--- src/rtl/hazard_pkg.sv ---
// rtl/hazard_pkg.sv - shared types for the hazard and forwarding controller
package hazard_pkg;

  typedef enum logic [1:0] {
    OP_ALU  = 2'd0,
    OP_LOAD = 2'd1,
    OP_MUL  = 2'd2
  } op_class_t;

  // Entry fields are sized for any RAW up to 8 and any load latency up to 254.
  localparam int RD_W  = 8;
  localparam int LAT_W = 8;

  typedef struct packed {
    logic             valid;
    logic [RD_W-1:0]  rd;
    logic             wb_en;
    logic [LAT_W-1:0] lat;
  } tracker_entry_t;

  localparam tracker_entry_t ENTRY_NONE = '0;

  function automatic int fsw_width(input int fwd_stages);
    return $clog2(fwd_stages + 1);
  endfunction

endpackage

--- src/rtl/hazard_tracker.sv ---
// rtl/hazard_tracker.sv - shadow pipeline of in-flight writers; entry 0 is the EX instruction
module hazard_tracker
  import hazard_pkg::*;
#(
  parameter int DEPTH = 3
) (
  input  logic                        clk,
  input  logic                        rst,
  input  logic                        i_hold,
  input  logic                        i_insert,
  input  tracker_entry_t              i_new,
  output tracker_entry_t [DEPTH-1:0]  o_ent
);

  tracker_entry_t [DEPTH-1:0] r_ent;

  // While EX is held the producer stays put and an empty slot opens behind it.
  always_ff @(posedge clk or posedge rst) begin
    if (rst) begin
      r_ent <= '0;
    end else begin
      if (!i_hold) begin
        r_ent[0] <= i_insert ? i_new : ENTRY_NONE;
      end
      r_ent[1] <= i_hold ? ENTRY_NONE : r_ent[0];
      for (int k = 2; k < DEPTH; k++) begin
        r_ent[k] <= r_ent[k-1];
      end
    end
  end

  assign o_ent = r_ent;

endmodule

--- src/rtl/hazard_ctrl.sv ---
// rtl/hazard_ctrl.sv - forwarding select, load-use/multiplier stall and redirect flush control
module hazard_ctrl
  import hazard_pkg::*;
#(
  parameter int  FWD_STAGES = 3,
  parameter int  LOAD_LAT   = 1,
  parameter int  MUL_CYCLES = 4,
  parameter int  RAW        = 5,
  localparam int FSW        = fsw_width(FWD_STAGES)
) (
  input  logic           clk,
  input  logic           rst,
  input  logic           i_id_valid,
  input  logic [RAW-1:0] i_id_rs1,
  input  logic [RAW-1:0] i_id_rs2,
  input  logic           i_id_rs1_used,
  input  logic           i_id_rs2_used,
  input  logic [RAW-1:0] i_id_rd,
  input  logic           i_id_wb_en,
  input  logic [1:0]     i_id_class,
  input  logic           i_ex_redirect,
  output logic [FSW-1:0] o_fwd1_sel,
  output logic [FSW-1:0] o_fwd2_sel,
  output logic           o_stall_front,
  output logic           o_bubble_ex,
  output logic           o_hold_ex,
  output logic           o_flush_front,
  output logic [31:0]    o_stall_count
);

  localparam int MCW = (MUL_CYCLES > 1) ? $clog2(MUL_CYCLES) : 1;

  tracker_entry_t [FWD_STAGES-1:0] w_ent;
  tracker_entry_t                  w_new;
  op_class_t                       w_class;
  logic [FSW-1:0]                  w_dist1;
  logic [FSW-1:0]                  w_dist2;
  logic                            w_haz1;
  logic                            w_haz2;
  logic                            w_redirect;
  logic                            w_hold;
  logic                            w_raw_stall;
  logic                            w_issue;
  logic                            w_stall_front;
  logic [FSW-1:0]                  r_fwd1_sel;
  logic [FSW-1:0]                  r_fwd2_sel;
  logic [MCW-1:0]                  r_mul_cnt;
  logic [31:0]                     r_stall_count;

  function automatic logic hits(input tracker_entry_t e, input logic [RAW-1:0] rs,
                                input logic used);
    return used && e.valid && e.wb_en && (rs != '0) && (e.rd == RD_W'(rs));
  endfunction

  assign w_class = op_class_t'(i_id_class);

  // Walk oldest to youngest so the nearest producer overwrites; older ones never matter.
  always_comb begin
    w_dist1 = '0;
    w_dist2 = '0;
    w_haz1  = 1'b0;
    w_haz2  = 1'b0;
    for (int j = FWD_STAGES - 1; j >= 0; j--) begin
      if (hits(w_ent[j], i_id_rs1, i_id_rs1_used)) begin
        w_dist1 = FSW'(j + 1);
        w_haz1  = (j + 1) < int'(w_ent[j].lat);
      end
      if (hits(w_ent[j], i_id_rs2, i_id_rs2_used)) begin
        w_dist2 = FSW'(j + 1);
        w_haz2  = (j + 1) < int'(w_ent[j].lat);
      end
    end
  end

  assign w_redirect    = i_ex_redirect && !rst;
  assign w_hold        = (r_mul_cnt != '0) && !w_redirect;
  assign w_raw_stall   = i_id_valid && (w_haz1 || w_haz2) && !w_redirect && !w_hold;
  assign w_issue       = i_id_valid && !w_redirect && !w_hold && !w_raw_stall;
  assign w_stall_front = w_hold || w_raw_stall;

  always_comb begin
    w_new       = ENTRY_NONE;
    w_new.valid = 1'b1;
    w_new.rd    = RD_W'(i_id_rd);
    w_new.wb_en = i_id_wb_en;
    w_new.lat   = (w_class == OP_LOAD) ? LAT_W'(1 + LOAD_LAT) : LAT_W'(1);
  end

  hazard_tracker #(
    .DEPTH (FWD_STAGES)
  ) u_tracker (
    .clk      (clk),
    .rst      (rst),
    .i_hold   (w_hold),
    .i_insert (w_issue),
    .i_new    (w_new),
    .o_ent    (w_ent)
  );

  always_ff @(posedge clk or posedge rst) begin
    if (rst) begin
      r_fwd1_sel    <= '0;
      r_fwd2_sel    <= '0;
      r_mul_cnt     <= '0;
      r_stall_count <= '0;
    end else begin
      // Selects stay frozen while the multiplier owns EX.
      if (w_issue) begin
        r_fwd1_sel <= w_dist1;
        r_fwd2_sel <= w_dist2;
      end else if (!w_hold) begin
        r_fwd1_sel <= '0;
        r_fwd2_sel <= '0;
      end
      if (w_issue && (w_class == OP_MUL) && (MUL_CYCLES > 1)) begin
        r_mul_cnt <= MCW'(MUL_CYCLES - 1);
      end else if (r_mul_cnt != '0) begin
        r_mul_cnt <= r_mul_cnt - MCW'(1);
      end
      if (w_stall_front && (r_stall_count != '1)) begin
        r_stall_count <= r_stall_count + 32'd1;
      end
    end
  end

  assign o_fwd1_sel    = r_fwd1_sel;
  assign o_fwd2_sel    = r_fwd2_sel;
  assign o_stall_front = w_stall_front;
  assign o_bubble_ex   = w_raw_stall;
  assign o_hold_ex     = w_hold;
  assign o_flush_front = w_redirect;
  assign o_stall_count = r_stall_count;

endmodule

--- config.mk ---
export PLATFORM = sky130hd
export DESIGN_NAME = hazard_ctrl
export DESIGN_NICKNAME = d
export VERILOG_FILES = /design/src/rtl/hazard_pkg.sv /design/src/rtl/hazard_tracker.sv /design/src/rtl/hazard_ctrl.sv
export SDC_FILE = /design/constraint.sdc
export NUM_CORES = 1
export LEC_CHECK = 0
export ABC_AREA = 1
export ABC_CLOCK_PERIOD_IN_PS = 3000
export BUFFER_PORTS_ARGS = -buffer_cell sky130_fd_sc_hd__buf_4
export CORE_MARGIN = 5
export CORE_UTILIZATION = 62
export CTS_CLUSTER_SIZE = 14
export DETAILED_ROUTE_END_ITERATION = 7
export PLACE_DENSITY = 0.86
export SYNTH_ARGS = -nofsm -noshare
export SYNTH_HDL_FRONTEND = slang
export SYNTH_SLANG_ARGS = --single-unit
--- constraint.sdc ---
create_clock -name clk -period 3 [get_ports clk]
set_input_delay 0.15 -clock clk [delete_from_list [all_inputs] [get_ports clk]]
set_output_delay 0.15 -clock clk [all_outputs]
set_load 0.01 [all_outputs]
Word level (Yosys, flattened, before mapping) --
Cells that the tools add are included.
Storage, ports and cells: bits in registers 92, latch bits 0, RAM bits 0, bits in read-only memories 0, bits of input ports 24, logic and storage cells 95, memories 0
Cells by class: add/sub/neg operators 2, multipliers 0, divide/modulo/power cells 0, order comparisons 3, eq/ne operators 10, shift operators 0, multiplexer cells 20, bitwise logic cells 0, reduce and logical (&&, ||, !) cells 44
Operator list (count):
- $eq 8x5->1 | 6
- $mux 18 | 2
- $logic_and 1x1->1 | 34
- $add 32x1->32 const B | 1
- $ne 32x32->1 const B | 1
- $mux 2 | 12
- $lt 2x8->1 const A | 2
- $reduce_bool 5->1 | 2
- $lt 1x8->1 const A | 1
- $mux 1 | 6
- $logic_not 1->1 | 4
- $reduce_bool 2->1 | 2
- $eq 2x1->1 const B | 1
- $eq 2x2->1 const B | 1
- $logic_or 1x1->1 | 2
- $ne 2x2->1 const B | 1
- $sub 2x1->2 const B | 1

Depth between registers and ports, before layout --
depth after elaboration 15, mapped depth 17

Hierarchy --
A second synthesis with hierarchy kept.
Second synthesis, totals: cell total of the unflattened synthesis 678, area, all modules 5063.6 sq um
By module, submodules not included:
- hazard_ctrl | times used 1, cells each 525, area an instance 3214.3 sq um, seq. area each 950.9 sq um
- hazard_tracker | times used 1, cells each 153, area an instance 1849.3 sq um, seq. area each 1351.3 sq um

Worst setup path before layout --
No wires, ideal clock.
path type input-to-reg, start input port rst, end register r_stall_count[6] (netlist: o_stall_count[6]), library setup time 0.116 ns, arrival time 1.868 ns, required time 2.884 ns, slack 1.016 ns, stages on the path 9, buffers on the path 1, cell sequence inv_2 nand2_1 inv_2 nor2_1 bufinv_8 nand2_8 buf_4 nand3_1 nand2_2
On the way: word-level cells in the longest chain between the ends 8
Ends and longest elaborated chain:
- start, declared | RTL line hazard_ctrl.sv:12 | input logic rst,
- $logic_not 1->1 (no source line) (*)
- $logic_and 1x1->1 (*) | RTL line hazard_ctrl.sv:75 | assign w_redirect = i_ex_redirect && !rst;
- named net o_flush_front | RTL line hazard_ctrl.sv:27 | output logic o_flush_front,
- $logic_not 1->1 (*) | RTL line hazard_ctrl.sv:76, hazard_ctrl.sv:77
- $logic_and 1x1->1 | RTL line hazard_ctrl.sv:76 | assign w_hold = (r_mul_cnt != '0) && !w_redirect;
- $logic_not 1->1
- $logic_and 1x1->1 | RTL line hazard_ctrl.sv:77 | assign w_raw_stall = i_id_valid && (w_haz1 || w_haz2) && !w_redirect && !w_hold;
- $logic_or 1x1->1 (*) | RTL line hazard_ctrl.sv:79 | assign w_stall_front = w_hold || w_raw_stall;
- named net o_stall_front | RTL line hazard_ctrl.sv:24 | output logic o_stall_front,
- $logic_and 1x1->1 (*) | RTL line hazard_ctrl.sv:120 | if (w_stall_front && (r_stall_count != '1)) begin
- end signal, assigned | RTL line hazard_ctrl.sv:121 | r_stall_count <= r_stall_count + 32'd1;
- end, declared | RTL line hazard_ctrl.sv:48 | logic [31:0] r_stall_count;
The timed path passes the listed nets; every way through them passes the cells marked *. A chain may end at the register's enable or synchronous reset.

Worst setup path in the final report --
start register u_tracker.r_ent (netlist bit u_tracker.o_ent[13]), end output port o_stall_front
On the way: word-level cells in the longest chain between the ends 8
Ends and longest elaborated chain:
- start, declared | RTL line hazard_tracker.sv:15 | tracker_entry_t [DEPTH-1:0] r_ent;
- start signal, assigned by index | RTL line hazard_tracker.sv:27 | r_ent[k] <= r_ent[k-1];
- $eq 8x5->1 | RTL line hazard_ctrl.sv:52 | return used && e.valid && e.wb_en && (rs != '0) && (e.rd == RD_W'(rs));
- $logic_and 1x1->1 | RTL line hazard_ctrl.sv:52
- $mux 1 (on tied branches) | RTL line hazard_ctrl.sv:64, hazard_ctrl.sv:68
- $logic_or 1x1->1 (*) | RTL line hazard_ctrl.sv:77
- $logic_and 1x1->1 (*) (3 in a row) | RTL line hazard_ctrl.sv:77
- $logic_or 1x1->1 (*) | RTL line hazard_ctrl.sv:79
- end, declared | RTL line hazard_ctrl.sv:24
Every way passes the cells marked *; elsewhere a longest branch is shown, timed or not.

==> metrics <==
CTS HTree Levels 3; status finished, final reports clean; global-route wire length before repair 17240 microns; Syn Area/Cell 7.680 sq um; Area Growth Syn to Fin 17.45%; worst min path class input port to async pin; Max Slew Vio Count 0; Reg2Reg Capture Point o_stall_count[6]; ys async rst share 1.000; # port buffers 63; Post-synth EDFFs 0; Slew HR 0.4654; worst-case reg-to-reg path depth 11; sequential area share after synthesis 0.3933; Worst setup startpoint u_tracker.o_ent[13]; cell area after synthesis 4009 sq um; clk sinks 63; CTS Buf Count 9; Reg2Reg Setup Slack 800 ps; crit path cell chain inv_1 -> nand2_1 -> nand2_1 -> nand3_1 -> nor2_1 -> nand2_2 -> nand2_1 -> nand2_1 -> nand2_2 -> nand2_4 -> nand2_8 -> buf_4; CP Buf/Inv Count 2; CP dominant cell by count nand2_1; Core ar. 6314 sq um; element type at the critical path end primary output; syn nets 548; die area 8174 sq um; first-pass detailed-route iteration total 5; Fmax 446.5 MHz; delay of the slowest critical-path stage 410 ps; largest net degree at the start of global routing 64; Clock transition at path regs 80 ps; total track usage 0.2557; post-route ant nets 0; CP required 2850 ps; Area contributors post-synth dfrtp_1, nand2_1, nand2_2, xor2_1, nand3_1; max_cap viols 0; n_diodes 0; DRT Wirelength 10090 microns; TNS Setup 0 ps; Power Total 0.002804 W; setup bufs post-CTS 0; leading cell type in the layout, fill and taps excluded nand2_1; share of layout cells above drive strength 1 0.2618; Post-CTS Hold Fix Bufs 0; Synth area leader dfrtp_1; fin area 4708 sq um; unrepaired setup endpoints after global routing no; Clock Path Buffers 2; utilization after layout 0.7457; initial core utilization 0.6350; Final min period 2239 ps; WL/cell 15.08 microns; Via Count 3665; final hold violations 0; Fin Clk Skew 10.40 ps; kind of critical path flip-flop to primary output; R2R Path Start o_stall_count[1]; commonest cells after routing, fill and taps aside nand2_1, buf_4, dfrtp_1; Placed Area 4487 sq um; vias in the first global route 3586; fin crit share 0.7465; Leak 2.490 nW; DR iter-0 viols 214; clock latency on the worst-skew pair 360 ps; Die X 90.41 microns; crit-path max FO 34; startpoint types flip-flop; CTS tree yes; register bit total from synthesis 63; Yosys cell types 31; gpl congestion 0.8986; post-CTS sizing 0; initial antenna violation count 0; Die H 90.41 microns; dpl hpwl 7305 microns; Least-Margin Pin Slew 801.9 ps; P per Cell Area 595.6 nW/um^2; Synthesis Warnings 0; slowest stage cell, crit path dfrtp_1; total grt overflow 0; num rows 29; Peak supply drop 420.9 uV; final setup fails 0; Cells after Synth 522; post-route DRC violation count 0; Nets 613; root buf cell clkbuf_8; CP delay by family, top simple AND/OR/NAND/NOR gates; Worst Path Arrival 2090 ps; Synth Flop Type dfrtp_1; Avg Vias per Cell 5.478; # IOs 64; Synth top area share 0.3933
state kept, by name, indices dropped and copies added (netlist names):
register / flops
o_fwd1_sel: 2
o_fwd2_sel: 2
o_stall_count: 32
r_mul_cnt: 2
u_tracker.o_ent: 25
final cells by class:
class	instances	area (sq um)
Inverter	60	239.0
Multi-Input combinational cell	388	2087
Timing Repair Buffer	65	488.0
Fill cell	475	1605
Clock buffer	9	123.9
Sequential cell	63	1577
Tap cell	77	96.34
Clock inverter	7	97.59
metal layers:
metal	track usage	wire length [microns]	vias up
li1	-	-	1777
met1	0.3415	4352	1744
met2	0.4116	4886	127
met3	0.06000	686	17
met4	0.08065	160	0
met5	0	0	-
worst reg2reg max path: stages (launching register included):
cell and delay [ps]:
dfrtp_1 460, ha_1 270, nand3_2 160, nor2_4 140
inv_2 70, nor2_4 100, inv_2 70, nor2_8 100
nand2_4 240, nand2_8 370, nand2_2 90, nand2_2 70
where the power goes:
part           total, W  leakage, nW  internal (W)  switching, W
sequential      0.00113        0.862      0.000979      0.000151
combinational  0.000840         1.52      0.000317      0.000523
clock          0.000834        0.105      0.000468      0.000366
total           0.00280         2.49       0.00176       0.00104
kinds of logic (layout without fill, tap and decap cells):
| kind of cell | Yosys count | in the layout | share of synthesized area |
|---|---|---|---|
| compound gates | 22 | 22 | 0.03308 |
| xor+xnor | 43 | 43 | 0.09394 |
| fa+ha+maj | 2 | 2 | 0.006241 |
| buf+inv | 71 | 141 | 0.08614 |
| flops | 63 | 63 | 0.3933 |
| simple gates | 321 | 321 | 0.3873 |
Yosys cell counts (4+ instances only):
| cell | number |
|---|---|
| xor2_1 | 30 |
| nand2_1 | 137 |
| inv_1 | 47 |
| dfrtp_1 | 63 |
| buf_2 | 4 |
| nor4_1 | 6 |
| xnor2_1 | 13 |
| nor2_2 | 4 |
| inv_2 | 12 |
| nor2_1 | 51 |
| o22ai_1 | 8 |
| nand2_2 | 46 |
| o21ai_0 | 9 |
| nor3_1 | 13 |
| nand3_1 | 39 |
| nand4_1 | 14 |
per-stage QoR:
step / worst slack (ps) / cells / hold WS, ps
6_report: 760.6 / 669 / 35.37
5_1_grt: 582.3 / 669 / 42.07
4_1_cts: 790.0 / 669 / 28.38
3_5_place_dp: 825.3 / 653 / 413.0
3_3_place_gp: 928.7 / 653 / 404.8
2_1_floorplan: 1016 / 522 / 289.5
how the worst max path moves through the flow:
| stage | cells after the start | end |
|---|---|---|
| after global routing | 13 | o_stall_front |
| after CTS | 12 | o_stall_front |
| after global placement | 11 | o_stall_count[31] |
| after floorplan | 9 | o_stall_count[6] |
| final | 12 | o_stall_front |
| after detailed placement | 11 | o_stall_count[4] |
(Power assumes the default switching activity.)
